[src/rtl/arbitro_mux4.sv]
// arbitro_mux4: round-robin arbiter that drives the seletor of a shared mux4_1.
// Define ARB_TIMEOUT_EN to force a release after MAX_CICLOS consecutive grant cycles.
module arbitro_mux4 #(
  parameter int PRIORIDADE_INICIAL = 0,
  parameter int MAX_CICLOS = 16
) (
  input  logic       clock,
  input  logic       reset,
  input  logic [3:0] requisicao,
  output logic [3:0] concessao,
  output logic [1:0] seletor,
  output logic       ocupado
);
  typedef enum logic {OCIOSO, CONCEDIDO} estado_t;
  estado_t estado, estado_n;
  logic [1:0] ptr, ptr_n, sel_n, base, win;
  logic [3:0] conc_n;
  logic rel, novo, expira;
  if (MAX_CICLOS < 2 || MAX_CICLOS > 255) begin : g_chk
    $error("MAX_CICLOS out of range 2..255");
  end
  function automatic logic [1:0] pick(input logic [3:0] r, input logic [1:0] b);
    logic [1:0] w;
    w = b;
    for (int k = 3; k >= 0; k--) w = r[b + 2'(k)] ? b + 2'(k) : w;
    return w;
  endfunction
`ifdef ARB_TIMEOUT_EN
  logic [7:0] cnt;
  assign expira = cnt == 8'(MAX_CICLOS - 1);
  always_ff @(posedge clock)
    if (!reset) cnt <= '0;
    else cnt <= novo ? '0 : cnt + 8'd1;
`else
  assign expira = 1'b0;
`endif
  always_comb begin
    rel = estado == CONCEDIDO && (!requisicao[seletor] || expira);
    novo = estado == OCIOSO || rel;
    base = rel ? seletor + 2'd1 : ptr;
    win = pick(requisicao, base);
    ptr_n = base;
    estado_n = novo ? (|requisicao ? CONCEDIDO : OCIOSO) : estado;
    conc_n = novo ? (|requisicao ? 4'b0001 << win : 4'b0000) : concessao;
    sel_n = novo && |requisicao ? win : seletor;
  end
  always_ff @(posedge clock)
    if (!reset) begin
      estado <= OCIOSO;
      ptr <= 2'(PRIORIDADE_INICIAL);
      seletor <= 2'd0;
      concessao <= 4'b0000;
    end else begin
      estado <= estado_n;
      ptr <= ptr_n;
      seletor <= sel_n;
      concessao <= conc_n;
    end
  assign ocupado = |concessao;
endmodule

[config.mk]
export PLATFORM = sky130hd
export DESIGN_NAME = arbitro_mux4
export DESIGN_NICKNAME = d
export VERILOG_FILES = /design/src/rtl/arbitro_mux4.sv
export SDC_FILE = /design/constraint.sdc
export NUM_CORES = 1
export LEC_CHECK = 0
export ABC_AREA = 0
export CORE_AREA = 2 2 44 46
export DETAILED_ROUTE_END_ITERATION = 8
export DIE_AREA = 0 0 46 48
export GPL_TIMING_DRIVEN = 0
export PLACE_DENSITY_LB_ADDON = 0.2
export SYNTH_ARGS = -nofsm -noshare
export SYNTH_HDL_FRONTEND = slang
export SYNTH_SLANG_ARGS = --single-unit
[constraint.sdc]
create_clock -name clock -period 5.4 [get_ports clock]
set_input_delay 0.81 -clock clock [delete_from_list [all_inputs] [get_ports clock]]
set_output_delay 0.81 -clock clock [all_outputs]
set_load 0.01 [all_outputs]
==> flow_summary_export.csv <==
group,metric,value,unit
power,power_density,334,nW/um^2
synthesis,synth-seq-cells,9,
global_routing,grt_overflow,0,
sta,fin_worst_skew,0.239,ps
cts,cts_buf_count,3,
synthesis,syn-instance-count,78,
sta,max_slew_margin_vs_limit,68.9,%
route,topRoutingLayerUsed,"met4",
sta,period_share,54.1,%
die,total_number_of_placement_rows,15,
setup_path,required_time_of_the_critical_path,5600,ps
setup_path,worst-endpoint-arrival,3120,ps
synthesis,postSynthAreaPerCell,8.21,sq um
synthesis,dominant_cell_type_by_area_after_synthesis,"sky130_fd_sc_hd__dfxtp_1",
sta,hold_ws,484,ps
cells_and_area,layout.nets,100,
setup_path,worst-setup-path-type,"input port to flip-flop",
sta,final.setup.tns,0,ps
cells_and_area,area.growth.synth_to_final,24.6,%
power,netSwitchingPower,0.0000938,W
route,drt-met1-wl,652,um
cts,clockRootBuffer,"sky130_fd_sc_hd__clkbuf_4",
die,core,1690,sq um
global_routing,globalRouteTotalUtil,14.6,%
place,globalplace.congestion,0.821,
power,p_int,0.000173,W
die,floorplan.initialDensity,37.9,%
sta,timing.fmax,342,MHz
global_routing,grt_first_pass_wirelength,2350,um
global_routing,maximum_number_of_pins_on_one_net_before_global_route_repair,11,
setup_path,timing.critical_path.fanout_max,8,
cts,clock_pin_slew_on_the_worst_setup_and_hold_paths,60,ps
sta,number_of_endpoints_with_negative_hold_slack_in_the_final_report,0,
route,antenna_left,0,
cts,number_of_clock_sinks_seen_by_cts,9,
cts,tritoncts,"done",
route,drt_drc_violations_left,0,
power,cellLeakagePower,0.300,nW
power,power.sequential.fraction,32.9,%
synthesis,synth.yosys.seq_area_share,28.1,%
setup_path,end_kind,"flip-flop",
route,wl_met3,70,um
global_routing,antenna_found_initial,0,
cells_and_area,post_route_cells_drive_above_1_share,11.8,%
die,vertical_die_dimension,48,um
sta,unrepaired_setup_endpoints_after_global_routing,"no",
die,die-area,2210,sq um
route,finalWirelength,1380,um
run,maxCapViolCount,0,
setup_path,crit_path_start_kind,"input port",
cells_and_area,nFillCells,188,
power,netSwitchingFraction,35.1,%
cts,cts_resized,0,
cts,cts.hold.buffers_added,0,
cells_and_area,antenna-diode-count,0,
synthesis,synthesis.nets,84,
sta,worst-slew-pin-transition,462,ps
route,detailroute.wirelength.met2,648,um
run_status,run_status,"complete, no violations",
power,comb_power_share,48.6,%
cts,post-cts-setup-buffer-count,0,
sta,final-setup-viol-count,0,
die,ioPinCount,13,
route,routed_wire_length_per_instance,12.5,um
cts,cts_htree_levels,1,
synthesis,synth_top_cell_area_share,28.1,%
synthesis,synth.distinct_cells,29,
global_routing,first_global_vias,568,
route,drtIter0Drc,12,
route,via_per_inst,5.57,
route,routed-via-count,613,
synthesis,synth.top_cells.by_area,"sky130_fd_sc_hd__dfxtp_1 (28%), sky130_fd_sc_hd__nand2_1 (6.4%), sky130_fd_sc_hd__mux2i_1 (6.3%)",
synthesis,yosysWarningCount,0,
route,dr.pass1.iters,4,
synthesis,synthesized_cell_area,641,sq um
min_path,min_path_type,"flip-flop to flip-flop",
place,placement.io_buffers,11,
place,dp_hpwl,1040,um
power,power.ir.vdd_worst,191,uV
sta,report.final.slew_viol_count,0,
cts,clk_latency,250,ps
cts,max-clock-path-buffers,2,
power,clock_network_power_share,18.5,%
sta,period_minus_slack,2920,ps
die,dieWidth,46,um
-- layout make-up --
class / count / area [sq um] / share of cell area, %
tap: 17 / 21.3 / 2.66
inverter: 7 / 26.3 / 3.29
buffer: 3 / 27.5 / 3.45
sequential: 9 / 180 / 22.6
clock buffer: 4 / 26.3 / 3.29
timing repair buffer: 11 / 110 / 13.8
multi-input combinational: 59 / 407 / 50.9
-- power by group through the flow --
stage                logic, W  clock network [W]  registers [W]
global route         0.000142          0.0000547      0.0000901
global placement     0.000130                  0      0.0000891
floorplan           0.0000832                  0      0.0000917
finish               0.000130          0.0000493      0.0000878
CTS                  0.000130          0.0000502      0.0000883
detailed placement   0.000129                  0      0.0000894
-- layout by cell type (no fill, tap or decap) --
master,n
sky130_fd_sc_hd__buf_2,1
sky130_fd_sc_hd__nand2b_1,3
sky130_fd_sc_hd__nor3_1,2
sky130_fd_sc_hd__nor2_1,8
sky130_fd_sc_hd__o211ai_1,1
sky130_fd_sc_hd__clkbuf_1,1
sky130_fd_sc_hd__a2111oi_4,1
sky130_fd_sc_hd__buf_6,2
sky130_fd_sc_hd__and2_1,3
sky130_fd_sc_hd__mux2_4,1
sky130_fd_sc_hd__a32o_1,1
sky130_fd_sc_hd__o41ai_1,1
sky130_fd_sc_hd__a21oi_1,4
sky130_fd_sc_hd__a221oi_1,2
sky130_fd_sc_hd__o31ai_1,1
sky130_fd_sc_hd__a311oi_1,1
sky130_fd_sc_hd__a211oi_1,2
sky130_fd_sc_hd__or4_1,1
sky130_fd_sc_hd__a32o_2,1
sky130_fd_sc_hd__clkbuf_4,3
sky130_fd_sc_hd__a22o_1,1
sky130_fd_sc_hd__mux2i_1,4
sky130_fd_sc_hd__o21ai_0,5
sky130_fd_sc_hd__o32a_1,1
sky130_fd_sc_hd__a31oi_4,1
sky130_fd_sc_hd__or3_4,1
sky130_fd_sc_hd__clkdlybuf4s50_1,11
sky130_fd_sc_hd__dfxtp_1,9
sky130_fd_sc_hd__nand2_1,11
sky130_fd_sc_hd__nor2b_1,1
sky130_fd_sc_hd__inv_1,7
sky130_fd_sc_hd__xnor2_1,1
-- synthesized netlist by cell type --
library cell                 n
sky130_fd_sc_hd__a31oi_4     1
sky130_fd_sc_hd__a221oi_1    2
sky130_fd_sc_hd__nand2_1    11
sky130_fd_sc_hd__o211ai_1    1
sky130_fd_sc_hd__a32o_1      1
sky130_fd_sc_hd__nor2b_1     1
sky130_fd_sc_hd__and2_1      3
sky130_fd_sc_hd__nand2b_1    3
sky130_fd_sc_hd__o31ai_1     1
sky130_fd_sc_hd__a2111oi_4   1
sky130_fd_sc_hd__dfxtp_1     9
sky130_fd_sc_hd__nor2_1      8
sky130_fd_sc_hd__o21ai_0     5
sky130_fd_sc_hd__nor3_1      2
sky130_fd_sc_hd__o41ai_1     1
sky130_fd_sc_hd__a22o_1      1
sky130_fd_sc_hd__buf_2       1
sky130_fd_sc_hd__xnor2_1     1
sky130_fd_sc_hd__o32a_1      1
sky130_fd_sc_hd__a32o_2      1
sky130_fd_sc_hd__or4_1       1
sky130_fd_sc_hd__buf_6       2
sky130_fd_sc_hd__mux2_4      1
sky130_fd_sc_hd__or3_4       1
sky130_fd_sc_hd__inv_1       7
sky130_fd_sc_hd__a311oi_1    1
sky130_fd_sc_hd__a21oi_1     4
sky130_fd_sc_hd__a211oi_1    2
sky130_fd_sc_hd__mux2i_1     4
-- cell families after synthesis --
kind of cell              after synthesis  share of synthesized area, %
AOI/OAI and AO/OA                      23                          31.1
xor gates and xnor gates                1                          1.37
muxes                                   5                          8.59
and+or+nand+nor                        30                          22.5
buffers and inverters                  10                          8.40
DFF                                     9                          28.1
-- registers in the layout (all words and copies together), names as in the netlist --
name	flops
seletor	2
ptr	2
concessao	4
estado	1
-- per-layer routing --
metal,track usage [%],vias up
li1,-,312
met3,1.89,2
met2,25.3,15
met4,6.86,0
met1,17.8,284
met5,0,-
-- worst max-delay path: stages --
cell and delay, ps:
sky130_fd_sc_hd__clkdlybuf4s50_1 520, sky130_fd_sc_hd__mux2i_1 300, sky130_fd_sc_hd__a22o_1 210, sky130_fd_sc_hd__buf_6 140, sky130_fd_sc_hd__mux2_4 340, sky130_fd_sc_hd__or3_4 380
sky130_fd_sc_hd__a31oi_4 220, sky130_fd_sc_hd__a32o_2 190
-- through the flow --
stage | power (W) | area, sq um | setup slack [ps] | instances | util, %
2_1_floorplan | 0.000175 | 641 | 2790 | 78 | -
3_3_place_gp | 0.000219 | 772 | 2200 | 106 | 45.7
3_5_place_dp | 0.000218 | 772 | 2230 | 106 | 45.7
4_1_cts | 0.000269 | 798 | 2470 | 110 | 47.3
5_1_grt | 0.000287 | 798 | 2360 | 110 | 47.3
6_report | 0.000267 | 798 | 2480 | 110 | 47.3
-- worst paths after layout --
| check | startpoint | to | slack [ps] | cells after the start |
|---|---|---|---|---|
| worst min-delay path | concessao[3]$_SDFFE_PN0N_ | concessao[3]$_SDFFE_PN0N_ | 480 | 2 |
| worst max register to register | seletor[0]$_SDFFE_PN0P_ | concessao[1]$_SDFFE_PN0N_ | 3060 | 8 |
| worst min register to register | concessao[3]$_SDFFE_PN0N_ | concessao[3]$_SDFFE_PN0N_ | 480 | 2 |
| worst max-delay path | requisicao[3] | concessao[1]$_SDFFE_PN0N_ | 2480 | 8 |
Note: power is estimated with default switching activity, not from simulation.
